===== src/rtl/serial_subtractor_if.sv =====
// rtl/serial_subtractor_if.sv - operand/result handshake bundle for serial_subtractor
interface serial_subtractor_if #(
  parameter int WIDTH = 8
);
  logic             in_valid;
  logic             in_ready;
  logic [WIDTH-1:0] a;
  logic [WIDTH-1:0] b;
  logic             out_valid;
  logic             out_ready;
  logic [WIDTH-1:0] diff;
  logic             borrow;
  logic             busy;

  modport master (
    output in_valid, a, b, out_ready,
    input  in_ready, out_valid, diff, borrow, busy
  );

  modport slave (
    input  in_valid, a, b, out_ready,
    output in_ready, out_valid, diff, borrow, busy
  );
endinterface


===== src/rtl/serial_subtractor.sv =====
// rtl/serial_subtractor.sv - bit-serial unsigned subtractor, LSB first, one bit per clock
module serial_subtractor #(
  parameter int WIDTH = 8
) (
  input logic                 clk,
  input logic                 rst_n,
  serial_subtractor_if.slave  s
);
  localparam int CNT_W = $clog2(WIDTH + 1);

  typedef enum logic [1:0] {
    IDLE  = 2'd0,
    SHIFT = 2'd1,
    DONE  = 2'd2
  } state_t;

  state_t           r_state;
  state_t           w_next;
  logic [WIDTH-1:0] r_a;
  logic [WIDTH-1:0] r_b;
  logic [WIDTH-1:0] r_acc;
  logic [WIDTH-1:0] r_diff;
  logic             r_br;
  logic             r_borrow;
  logic [CNT_W-1:0] r_cnt;

  logic             w_accept;
  logic             w_last;
  logic             w_ai;
  logic             w_bi;
  logic             w_d;
  logic             w_br_next;

  assign w_ai      = r_a[0];
  assign w_bi      = r_b[0];
  assign w_d       = w_ai ^ w_bi ^ r_br;
  assign w_br_next = (~w_ai & w_bi) | (~(w_ai ^ w_bi) & r_br);
  assign w_last    = (r_cnt == CNT_W'(WIDTH - 1));

  always_ff @(posedge clk) begin
    if (!rst_n) begin
      r_state <= IDLE;
    end else begin
      r_state <= w_next;
    end
  end

  always_comb begin
    w_next   = r_state;
    w_accept = 1'b0;
    case (r_state)
      IDLE: begin
        if (s.in_valid) begin
          w_accept = 1'b1;
          w_next   = SHIFT;
        end
      end
      SHIFT: begin
        if (w_last) begin
          w_next = DONE;
        end
      end
      DONE: begin
        if (s.out_ready) begin
          w_next = IDLE;
        end
      end
      default: w_next = IDLE;
    endcase
  end

  // r_acc collects bits while shifting so the visible diff only changes on completion
  always_ff @(posedge clk) begin
    if (!rst_n) begin
      r_a      <= '0;
      r_b      <= '0;
      r_acc    <= '0;
      r_diff   <= '0;
      r_br     <= 1'b0;
      r_borrow <= 1'b0;
      r_cnt    <= '0;
    end else begin
      case (r_state)
        IDLE: begin
          if (w_accept) begin
            r_a   <= s.a;
            r_b   <= s.b;
            r_acc <= '0;
            r_br  <= 1'b0;
            r_cnt <= '0;
          end
        end
        SHIFT: begin
          r_a   <= r_a >> 1;
          r_b   <= r_b >> 1;
          r_acc <= {w_d, r_acc[WIDTH-1:1]};
          r_br  <= w_br_next;
          r_cnt <= r_cnt + CNT_W'(1);
          if (w_last) begin
            r_diff   <= {w_d, r_acc[WIDTH-1:1]};
            r_borrow <= w_br_next;
          end
        end
        default: ;
      endcase
    end
  end

  assign s.in_ready  = rst_n && (r_state == IDLE);
  assign s.busy      = rst_n && (r_state == SHIFT);
  assign s.out_valid = rst_n && (r_state == DONE);
  assign s.diff      = r_diff;
  assign s.borrow    = r_borrow;
endmodule


===== src/flat_wrapper.sv =====
// flat-port wrapper written by rule: the top's interface ports become plain ports
module serial_subtractor_flat 
#(
  parameter int WIDTH = 8
)
  (clk, rst_n, s_in_valid, s_a, s_b, s_out_ready, s_in_ready, s_out_valid, s_diff, s_borrow, s_busy);
  serial_subtractor_if #(.WIDTH(WIDTH)) s_i ();
  input logic clk;
  input logic rst_n;
  input wire logic [$bits(s_i.in_valid)-1:0] s_in_valid;
  input wire logic [$bits(s_i.a)-1:0] s_a;
  input wire logic [$bits(s_i.b)-1:0] s_b;
  input wire logic [$bits(s_i.out_ready)-1:0] s_out_ready;
  output wire logic [$bits(s_i.in_ready)-1:0] s_in_ready;
  output wire logic [$bits(s_i.out_valid)-1:0] s_out_valid;
  output wire logic [$bits(s_i.diff)-1:0] s_diff;
  output wire logic [$bits(s_i.borrow)-1:0] s_borrow;
  output wire logic [$bits(s_i.busy)-1:0] s_busy;
  assign s_i.in_valid = s_in_valid;
  assign s_i.a = s_a;
  assign s_i.b = s_b;
  assign s_i.out_ready = s_out_ready;
  assign s_in_ready = s_i.in_ready;
  assign s_out_valid = s_i.out_valid;
  assign s_diff = s_i.diff;
  assign s_borrow = s_i.borrow;
  assign s_busy = s_i.busy;
  serial_subtractor #(.WIDTH(WIDTH)) u_core (.clk(clk), .rst_n(rst_n), .s(s_i));
endmodule

===== config.mk =====
export PLATFORM = sky130hd
export DESIGN_NAME = serial_subtractor_flat
export DESIGN_NICKNAME = d
export VERILOG_FILES = /design/src/rtl/serial_subtractor_if.sv /design/src/rtl/serial_subtractor.sv /design/src/flat_wrapper.sv
export SDC_FILE = /design/constraint.sdc
export NUM_CORES = 1
export LEC_CHECK = 0
export BUFFER_PORTS_ARGS = -buffer_cell sky130_fd_sc_hd__clkbuf_2
export CAP_MARGIN = 5
export CELL_PAD_IN_SITES_DETAIL_PLACEMENT = 2
export CELL_PAD_IN_SITES_GLOBAL_PLACEMENT = 2
export CORE_MARGIN = 2
export CORE_UTILIZATION = 33
export DETAILED_ROUTE_END_ITERATION = 10
export HOLD_SLACK_MARGIN = 0.06
export PLACE_DENSITY = 0.84
export SETUP_SLACK_MARGIN = 0.05
export SLEW_MARGIN = 40
export SYNTH_ARGS = -nofsm -noshare
export SYNTH_HDL_FRONTEND = slang
export SYNTH_SLANG_ARGS = --single-unit

===== constraint.sdc =====
create_clock -name clk -period 1.6 [get_ports clk]
set_input_delay 0 -clock clk [delete_from_list [all_inputs] [get_ports clk]]
set_output_delay 0 -clock clk [all_outputs]
set_load 0.005 [all_outputs]

==> results.yml, run 1 <==
logic_synthesis:
  synth_edf_count: 0
  ys_types: 34
  ys_warn_count: 0
  synth_top_cell_area_share: 0.454
  yosys.area.top_type: "dfxtp_1"
  ys_dominant_reg_cell: "dfxtp_1"
  synth.area.top_cells: "dfxtp_1 45%, o221a_2 7.9%, a22o_1 5.6%"
  async_reset_ff_frac: 0
  synth_cells: 176
  syn_area_um2: 1720
  syn_area_per_cell_um2: 9.76
  ys_ff_latch: 39
  mappedNetlistNets: 198
  synth-seq-area-share: 0.454
outcome:
  run_status: "completed"
critical_path:
  cp-start-kind: "flip-flop"
  ff2ff_setup_slack_ns: 0.14
  crit_path_end_kind: "flip-flop"
  slowest_stage: "dfxtp_1"
  critPathTopFamily: "simple AND/OR/NAND/NOR gates"
  worst_r2r_endpoint: "u_core.r_state[1]$_SDFFE_PN0P_"
  path_cells: "ha_1 > and3b_1 > and2_2 > buf_4 > a22o_1"
  arrival_ns: 1.65
  critPathBufInv: 1
  r2r.worst_path.cells: 5
  cp.required_ns: 1.79
  path_class: "flip-flop to flip-flop"
  critPathMaxStageDelay_ns: 0.34
  reg2reg_from: "u_core.r_cnt[0]$_SDFFE_PN0P_"
  crit_fanout: 4
routing:
  drc: 0
  ant_nets: 0
  wire_per_inst_um: 16.2
  first_iter_violations: 49
  wl_met1_um: 2080
  highest_layer: "met4"
  wl_met3_um: 182
  wl_um: 4670
  vias: 1453
  wl_met2_um: 2360
  post_drt_via_cell_ratio: 5.05
  firstDrtPassIters: 4
clock_network:
  cts_tree: "built"
  numCtsBuffers: 5
  cts_root_buffer: "clkbuf_8"
  cts_buffer_depth: 2
  h-tree-depth: 2
  clk_pin_slew_ns: 0.08
  clk_latency_ns: 0.29
  cts.sinks: 39
timing:
  drv_slew: 0
  final-setup-viol-count: 0
  fin_crit_sh: 0.915
  period_needed_ns: 1.46
  slew_headroom: 0.661
  finalSetupTns_ns: 0
  fin_worst_skew_ns: 0.00643
  worst_pin_slew_ns: 0.507
  hold_violations: 0
  max_freq_mhz: 683
  holdWs_ns: 0.159
  rsz0062_at_grt: "yes"
min_path:
  min_from: "s_b[1]"
  hp-class: "input pin to flip-flop"
  min_to: "u_core.r_b[1]$_SDFFE_PN0P_"
  holdPathStages: 4
placed_design:
  numPortBuffers: 31
  place.gp.congestion: 0.786
  hpwlAfterDp_um: 3320
die:
  core_area_um2: 5070
  row_count: 26
  die_h_um: 76.2
  die_width_um: 76.2
  io_pins: 32
  dieArea_um2: 5800
  initial_utilization: 0.339
power:
  power.total_mw: 2.04
  p_leak_nw: 0.904
  power.density_nw_per_um2: 960
  ir_drop_v: 0.000496
global_route:
  grt_overflow_total: 0
  antenna_found_initial: 0
  grt_pass1_vias: 1549
  grt_pass1_wl_um: 7950
  grt_max_degree: 20
  grt_use_total: 0.174
cells_and_area:
  multi_input_area_um2: 836
  fin_nets: 239
  area_growth_pct: 23.7
  drive_gt1_frac: 0.321
  register_area_um2: 782
  antenna_cells: 0
  nFillCells: 581
job:
  max-cap-violations: 0
[routing by layer]
metal,GRT usage,up-vias
li1,-,704
met1,0.210,717
met2,0.305,27
met3,0.0486,5
met4,0.0436,0
met5,0,-
[repair_timing]
item | in CTS | in global routing
pin swaps | 0 | 0
gates resized for setup | 1 | 3
endpoints found under the hold margin | 7 | 0
hold buffers | 6 | 0
buffers inserted | 0 | 0
setup endpoints to repair | 1 | 9
[metrics by stage]
stage	utilization	setup slack [ns]	area (um2)	std cells
detailed placement	0.389	0.0544	1970	274
finish	0.419	0.135	2120	288
global route	0.419	0.0443	2120	288
floorplan	-	0.257	1720	176
global placement	0.389	0.151	1970	274
CTS	0.418	0.0998	2120	288
[where the power goes]
| part | internal [mW] | switching [mW] | leakage (nW) |
|---|---|---|---|
| Sequential | 1.02 | 0.0395 | 0.319 |
| Clock | 0.305 | 0.347 | 0.0412 |
| Combinational | 0.161 | 0.164 | 0.544 |
| Total | 1.49 | 0.550 | 0.904 |
[state kept, by name (all words and copies together) (netlist names)]
name,count
u_core.r_a,8
u_core.r_acc,7
u_core.r_b,8
u_core.r_br,1
u_core.r_cnt,4
u_core.r_state,2
u_core.s.borrow,1
u_core.s.diff,8
[worst register-to-register path, cell delays in order (launching register included)]
cell     delay (ns)
dfxtp_1        0.34
ha_1           0.23
and3b_1        0.22
and2_2         0.23
buf_4          0.16
a22o_1         0.17
[worst max-delay path by stage]
stage | slack, ns | start | cells past startpoint | endpoint
floorplan | 0.26 | u_core.r_cnt[0]$_SDFFE_PN0P_ | 5 | u_core.s.borrow$_SDFFE_PN0P_
global placement | 0.15 | u_core.r_state[0]$_SDFFE_PN0P_ | 3 | u_core.r_b[4]$_SDFFE_PN0P_
detailed placement | 0.05 | u_core.r_state[0]$_SDFFE_PN0P_ | 3 | u_core.r_b[4]$_SDFFE_PN0P_
CTS | 0.1 | u_core.r_cnt[1]$_SDFFE_PN0P_ | 5 | u_core.s.diff[5]$_SDFFE_PN0P_
global route | 0.04 | u_core.r_cnt[1]$_SDFFE_PN0P_ | 5 | u_core.s.diff[1]$_SDFFE_PN0P_
finish | 0.14 | u_core.r_cnt[0]$_SDFFE_PN0P_ | 5 | u_core.r_state[1]$_SDFFE_PN0P_
[synth_stat cells, drive strengths merged, types with 4 or more instances]
| master | n |
|---|---|
| dfxtp | 39 |
| nand2 | 21 |
| nor2 | 14 |
| nor2b | 14 |
| a21oi | 12 |
| o221a | 12 |
| a22o | 11 |
| buf | 11 |
| mux2i | 9 |
| and2 | 4 |
| clkbuf | 4 |
| inv | 4 |
| nand3 | 4 |
[cells in the final DEF, fill, tap and decap left out, types with 2 or more instances in the layout]
| cell | count |
|---|---|
| a21oi_1 | 12 |
| a221o_1 | 2 |
| a22o_1 | 11 |
| and2_1 | 2 |
| and3b_1 | 2 |
| buf_4 | 11 |
| clkbuf_2 | 31 |
| clkbuf_8 | 5 |
| clkinv_2 | 2 |
| dfxtp_1 | 38 |
| dlygate4sd3_1 | 6 |
| inv_1 | 3 |
| mux2i_1 | 9 |
| nand2_1 | 20 |
| nand3_1 | 4 |
| nor2_1 | 13 |
| nor2b_1 | 14 |
| o221a_2 | 12 |
[cell type report]
type,instances,share of cell area
multi-input combinational,118,0.393
sequential,39,0.368
timing repair buffer,49,0.150
tap,70,0.0412
clock buffer,6,0.0342
inverter,4,0.00766
clock inverter,2,0.00589
[cells by family after synthesis]
kind of cell	count (synthesis)	synth area share
AOI/OAI and AO/OA	43	0.218
and+or+nand+nor	64	0.195
buffers and inverters	19	0.0612
adders and majority gates	2	0.0189
DFF	39	0.454
muxes	9	0.0524
(Power assumes the default switching activity.)
==> run 2: changes to the inputs <==
--- a/config.mk
+++ b/config.mk
@@ -13,7 +13,7 @@
 export CORE_UTILIZATION = 33
 export DETAILED_ROUTE_END_ITERATION = 10
 export HOLD_SLACK_MARGIN = 0.06
-export PLACE_DENSITY = 0.84
+export PLACE_DENSITY = 0.87
 export SETUP_SLACK_MARGIN = 0.05
 export SLEW_MARGIN = 40
 export SYNTH_ARGS = -nofsm -noshare
==> results.yml, run 2 (synthesized netlist as in run 1, its figures left out) <==
outcome:
  run_status: "completed"
global_route:
  grt_pass1_vias: 1563
  grt_pass1_wl_um: 8670
  antenna_found_initial: 0
  use_met3: 0.0367
  use_met1: 0.244
  grt_use_met2: 0.319
  grt_max_degree: 19
  grt_overflow_total: 0
  busiest_layer: "met2"
  grt_use_total: 0.191
critical_path:
  worst_r2r_endpoint: "u_core.r_state[1]$_SDFFE_PN0P_"
  critPathTopFamily: "simple AND/OR/NAND/NOR gates"
  slowest_stage: "dfxtp_1"
  ff2ff_setup_slack_ns: 0.12
  reg2reg_from: "u_core.r_cnt[1]$_SDFFE_PN0P_"
  cp.required_ns: 1.78
  critPathBufInv: 1
  crit_path_end_kind: "flip-flop"
  arrival_ns: 1.66
  cp-start-kind: "flip-flop"
  r2r.worst_path.cells: 5
  path_class: "flip-flop to flip-flop"
  crit_fanout: 5
  critPathMaxStageDelay_ns: 0.35
  path_cells: "ha_2 > and3b_2 > and2_1 > buf_4 > a22o_1"
clock_network:
  cts_tree: "built"
  numCtsBuffers: 5
  h-tree-depth: 2
  cts_buffer_depth: 2
  clk_latency_ns: 0.30
  cts.sinks: 39
  clk_pin_slew_ns: 0.08
  cts_root_buffer: "clkbuf_8"
  postCtsSetupRepairBufs: 0
timing:
  holdWs_ns: 0.136
  final-setup-viol-count: 0
  slew_headroom: 0.624
  worst_pin_slew_ns: 0.563
  hold_violations: 0
  fin_worst_skew_ns: 0.00686
  fin_crit_sh: 0.927
  max_freq_mhz: 674
  drv_slew: 0
  rsz0062_at_grt: "no"
  period_needed_ns: 1.48
  finalSetupTns_ns: 0
cells_and_area:
  fin_nets: 236
  area_growth_pct: 21.7
  mostFrequentLayoutCell: "dfxtp_1"
  layout_common_cells: "37 x dfxtp_1, 31 x clkbuf_2, 20 x nand2_1"
  antenna_cells: 0
  design_area_um2: 2090
  nFillCells: 581
  drive_gt1_frac: 0.321
min_path:
  min_to: "u_core.r_b[0]$_SDFFE_PN0P_"
  hp-class: "input pin to flip-flop"
  min_from: "rst_n"
  holdPathStages: 2
power:
  p_switching_mw: 0.560
  power.total_mw: 2.04
  power.density_nw_per_um2: 978
  clkPwrFrac: 0.320
  switching_share: 0.274
  p_comb_frac: 0.161
  ir_drop_v: 0.000301
  p_leak_nw: 0.884
  p_int_mw: 1.48
  seqPwrFrac: 0.519
routing:
  firstDrtPassIters: 5
  post_drt_via_cell_ratio: 5.19
  wl_um: 5240
  wire_per_inst_um: 18.4
  first_iter_violations: 90
  ant_nets: 0
  vias: 1479
  drc: 0
placed_design:
  hpwlAfterDp_um: 3330
  numPortBuffers: 31
  place_area_um2: 1950
  place.gp.congestion: 0.797
die:
  initial_utilization: 0.339
  die_width_um: 76.2
  row_count: 26
  dieArea_um2: 5800
  die_h_um: 76.2
  io_pins: 32
  core_area_um2: 5070
job:
  max-cap-violations: 0
==> run 2: through the flow <==
step           cells   util  setup slack [ns]
3_5_place_dp     272  0.383             0.165
2_1_floorplan    176      -             0.257
4_1_cts          285  0.409            0.0671
3_3_place_gp     272  0.383             0.194
5_1_grt          285  0.412            0.0685
6_report         285  0.412             0.116
==> run 2: what timing repair did <==
action,in CTS,in global routing
resized for setup,0,6
setup endpoints to repair,0,12
hold buffers,5,0
hold endpoints to repair,5,0
==> run 2: how the worst max path moves through the flow <==
stage,depth (start not counted),end,startpoint,slack (ns)
floorplan,5,u_core.s.borrow$_SDFFE_PN0P_,u_core.r_cnt[0]$_SDFFE_PN0P_,0.26
global placement,5,u_core.r_state[1]$_SDFFE_PN0P_,u_core.r_cnt[0]$_SDFFE_PN0P_,0.19
detailed placement,5,u_core.s.borrow$_SDFFE_PN0P_,u_core.r_cnt[0]$_SDFFE_PN0P_,0.16
CTS,5,s_busy,u_core.r_state[0]$_SDFFE_PN0P_,0.07
global route,5,u_core.s.diff[5]$_SDFFE_PN0P_,u_core.r_cnt[1]$_SDFFE_PN0P_,0.07
finish,5,u_core.r_state[1]$_SDFFE_PN0P_,u_core.r_cnt[1]$_SDFFE_PN0P_,0.12
==> run 2: power by group through the flow <==
stage	Combinational [mW]	Clock (mW)	Sequential, mW
floorplan	0.219	0	1.07
global placement	0.293	0	1.08
detailed placement	0.308	0	1.08
CTS	0.327	0.667	1.06
global route	0.364	0.703	1.07
finish	0.329	0.654	1.06
==> run 2: cell type report <==
type                    instances  area, um2  share of cell area
flip-flops and latches         39        783               0.375
repair buffers                 46        284               0.136
clock buffers                   7       76.3              0.0365
inverters                       4       16.3             0.00778
clock inverters                 1       5.00             0.00239
well taps                      70       87.6              0.0419
multi-input cells             118        838               0.401
==> run 2: metal layers <==
layer | up-vias | share of wire
li1 | 697 | -
met3 | 8 | 0.034
met5 | - | 0
met1 | 744 | 0.45
met4 | 0 | 0.021
met2 | 30 | 0.50
==> run 3: changes to the inputs <==
--- a/config.mk
+++ b/config.mk
@@ -5,12 +5,14 @@
 export SDC_FILE = /design/constraint.sdc
 export NUM_CORES = 1
 export LEC_CHECK = 0
+export ABC_AREA = 1
+export ABC_CLOCK_PERIOD_IN_PS = 1600
 export BUFFER_PORTS_ARGS = -buffer_cell sky130_fd_sc_hd__clkbuf_2
 export CAP_MARGIN = 5
 export CELL_PAD_IN_SITES_DETAIL_PLACEMENT = 2
 export CELL_PAD_IN_SITES_GLOBAL_PLACEMENT = 2
 export CORE_MARGIN = 2
-export CORE_UTILIZATION = 33
+export CORE_UTILIZATION = 29
 export DETAILED_ROUTE_END_ITERATION = 10
 export HOLD_SLACK_MARGIN = 0.06
 export PLACE_DENSITY = 0.87
==> results.yml, run 3 <==
clock_network:
  numCtsBuffers: 5
  clk_latency_ns: 0.31
  clk_pin_slew_ns: 0.10
  cts_tree: "built"
  cts.sinks: 39
  cts_buffer_depth: 2
  cts_root_buffer: "clkbuf_8"
  h-tree-depth: 2
critical_path:
  reg2reg_from: "u_core.r_cnt[0]$_SDFFE_PN0P_"
  cp.required_ns: 1.60
  crit_fanout: 8
  arrival_ns: 1.51
  crit_path_end_kind: "output port"
  worst_r2r_endpoint: "u_core.s.diff[7]$_SDFFE_PN0P_"
  ff2ff_setup_slack_ns: 0.11
  r2r.worst_path.cells: 7
  cp-start-kind: "flip-flop"
  path_class: "flip-flop to output port"
timing:
  fin_crit_sh: 0.946
  drv_slew: 0
  period_needed_ns: 1.51
  hold_violations: 0
  final-setup-viol-count: 0
  finalSetupTns_ns: 0
  worst_pin_slew_ns: 0.471
  fin_worst_skew_ns: 0.0132
  holdWs_ns: 0.0491
  slew_headroom: 0.684
  rsz0062_at_grt: "no"
  setup_slack_ns: 0.0871
  max_freq_mhz: 661
cells_and_area:
  fin_nets: 323
  mostFrequentLayoutCell: "nand2_1"
  layoutNonFillerInstCount: 374
  drive_gt1_frac: 0.209
  nFillCells: 680
  antenna_cells: 0
  area_growth_pct: 34.2
  layout_common_cells: "65 x nand2_1, 42 x nor2_1, 41 x nand3_1"
placed_design:
  place.gp.congestion: 0.785
  numPortBuffers: 31
  dp.cells: 352
  dp_slack_ns: 0.0473
  hpwlAfterDp_um: 3990
logic_synthesis:
  ys_ff_latch: 39
  synth_compound_area_frac: 0.0423
  synth_cells: 247
  mappedNetlistNets: 269
  async_reset_ff_frac: 0
  synth-seq-area-share: 0.463
  synth_top_cell_area_share: 0.463
  synth_adder_area_share: 0.0193
  synth.area.top_cells: "dfxtp_1 46%, nand2_1 15%, nand3_1 12%"
  yosys.area_share.simple: 0.391
  synth_commonest_cells: "66 x nand2_1, 42 x nor2_1, 41 x nand3_1"
  synth_top_family_by_area: "simple AND/OR/NAND/NOR gates"
  yosysMostFrequentCell: "nand2_1"
  ys_types: 19
  synth_edf_count: 0
  ys_dominant_reg_cell: "dfxtp_1"
  yosys.area.top_type: "dfxtp_1"
  syn_area_um2: 1690
  synth-xor-area-share: 0
  syn_area_per_cell_um2: 6.83
  ys_warn_count: 0
  synthMuxAreaShare: 0
routing:
  firstDrtPassIters: 4
  vias: 1845
  wire_per_inst_um: 18.2
  post_drt_via_cell_ratio: 4.93
  wl_um: 6820
  ant_nets: 0
  first_iter_violations: 74
  drc: 0
die:
  row_count: 27
  dieArea_um2: 6440
  die_h_um: 80.3
  core_area_um2: 5570
  io_pins: 32
  initial_utilization: 0.303
  die_width_um: 80.3
min_path:
  min_to: "u_core.r_a[3]$_SDFFE_PN0P_"
  min_from: "s_a[3]"
  holdPathStages: 5
  hp-class: "input pin to flip-flop"
global_route:
  grt_pass1_wl_um: 9990
  grt_max_degree: 14
  grt_pass1_vias: 2024
  grt_overflow_total: 0
  grt_use_total: 0.209
  antenna_found_initial: 0
power:
  ir_drop_v: 0.000369
  power.total_mw: 2.42
  p_leak_nw: 1.09
  power.density_nw_per_um2: 1070
outcome:
  run_status: "completed"
job:
  max-cap-violations: 0
-- run 3: changes by cell type after synthesis, moves of 4 or more --
cell	change
nor2_1	+28
mux2i_1	-9
o21ai_0	+9
nor2b_1	-14
nand2_1	+46
nand3_1	+37
a21oi_1	-9
o221a_2	-12
a22o_1	-11
clkbuf_1	-4
inv_1	+20
-- run 3: final cells by class --
cell class	instances	area (um2)	share of cell area
clock buffer	5	68.8	0.0304
clock inverter	3	67.6	0.0299
inverter	27	101	0.0448
multi-input combinational	172	771	0.341
sequential	39	782	0.345
tap	72	90.1	0.0398
timing repair buffer	56	383	0.169
-- run 3: per-stage QoR --
stage	cell area, um2	util
2_1_floorplan	1690	-
3_3_place_gp	1990	0.356
3_5_place_dp	1990	0.356
4_1_cts	2240	0.402
5_1_grt	2260	0.406
6_report	2260	0.406
-- run 3: metal layers --
layer  routed length, um  global-route usage  vias to the layer above  part of all wire
li1                    -                   -                      885                 -
met1                2880               0.252                      909              0.42
met2                3560               0.365                       39              0.52
met3                 242              0.0258                       12             0.035
met4                 138               0.103                        0             0.020
met5                   0                   0                        -                 0
-- run 3: cell families (layout without fill, tap and decap cells) --
| group | Yosys count | after routing |
|---|---|---|
| fa+ha+maj | 2 | 2 |
| flops | 39 | 39 |
| simple gates | 156 | 156 |
| compound gates | 14 | 14 |
| buf+inv | 36 | 91 |
-- run 3: timing repair --
action                     CTS  global route
setup buffers                0             3
hold endpoints to repair    11             0
gates resized for setup      3             0
hold buffers                11             0
pin swaps                    0             1
setup endpoints to repair    5             1
-- run 3: where the power goes --
part / total, mW / internal (mW) / switching (mW)
combinational: 0.337 / 0.133 / 0.203
clock: 1.04 / 0.623 / 0.414
sequential: 1.04 / 1.01 / 0.0327
total: 2.42 / 1.77 / 0.650
-- run 3: how the worst max path moves through the flow --
stage | start | endpoint
floorplan | u_core.r_cnt[0]$_SDFFE_PN0P_ | u_core.s.diff[0]$_SDFFE_PN0P_
global placement | u_core.r_state[0]$_SDFFE_PN0P_ | u_core.r_a[1]$_SDFFE_PN0P_
detailed placement | u_core.r_state[0]$_SDFFE_PN0P_ | u_core.r_acc[5]$_SDFFE_PN0P_
CTS | u_core.r_state[0]$_SDFFE_PN0P_ | s_busy
global route | u_core.r_state[0]$_SDFFE_PN0P_ | s_busy
finish | u_core.r_state[0]$_SDFFE_PN0P_ | s_busy
-- run 3: worst max-delay path, cell delays in order (launching register included) --
cell	delay, ns
dfxtp_2	0.42
inv_2	0.08
nor2_4	0.19
nand2_2	0.17
inv_2	0.18
clkbuf_2	0.17
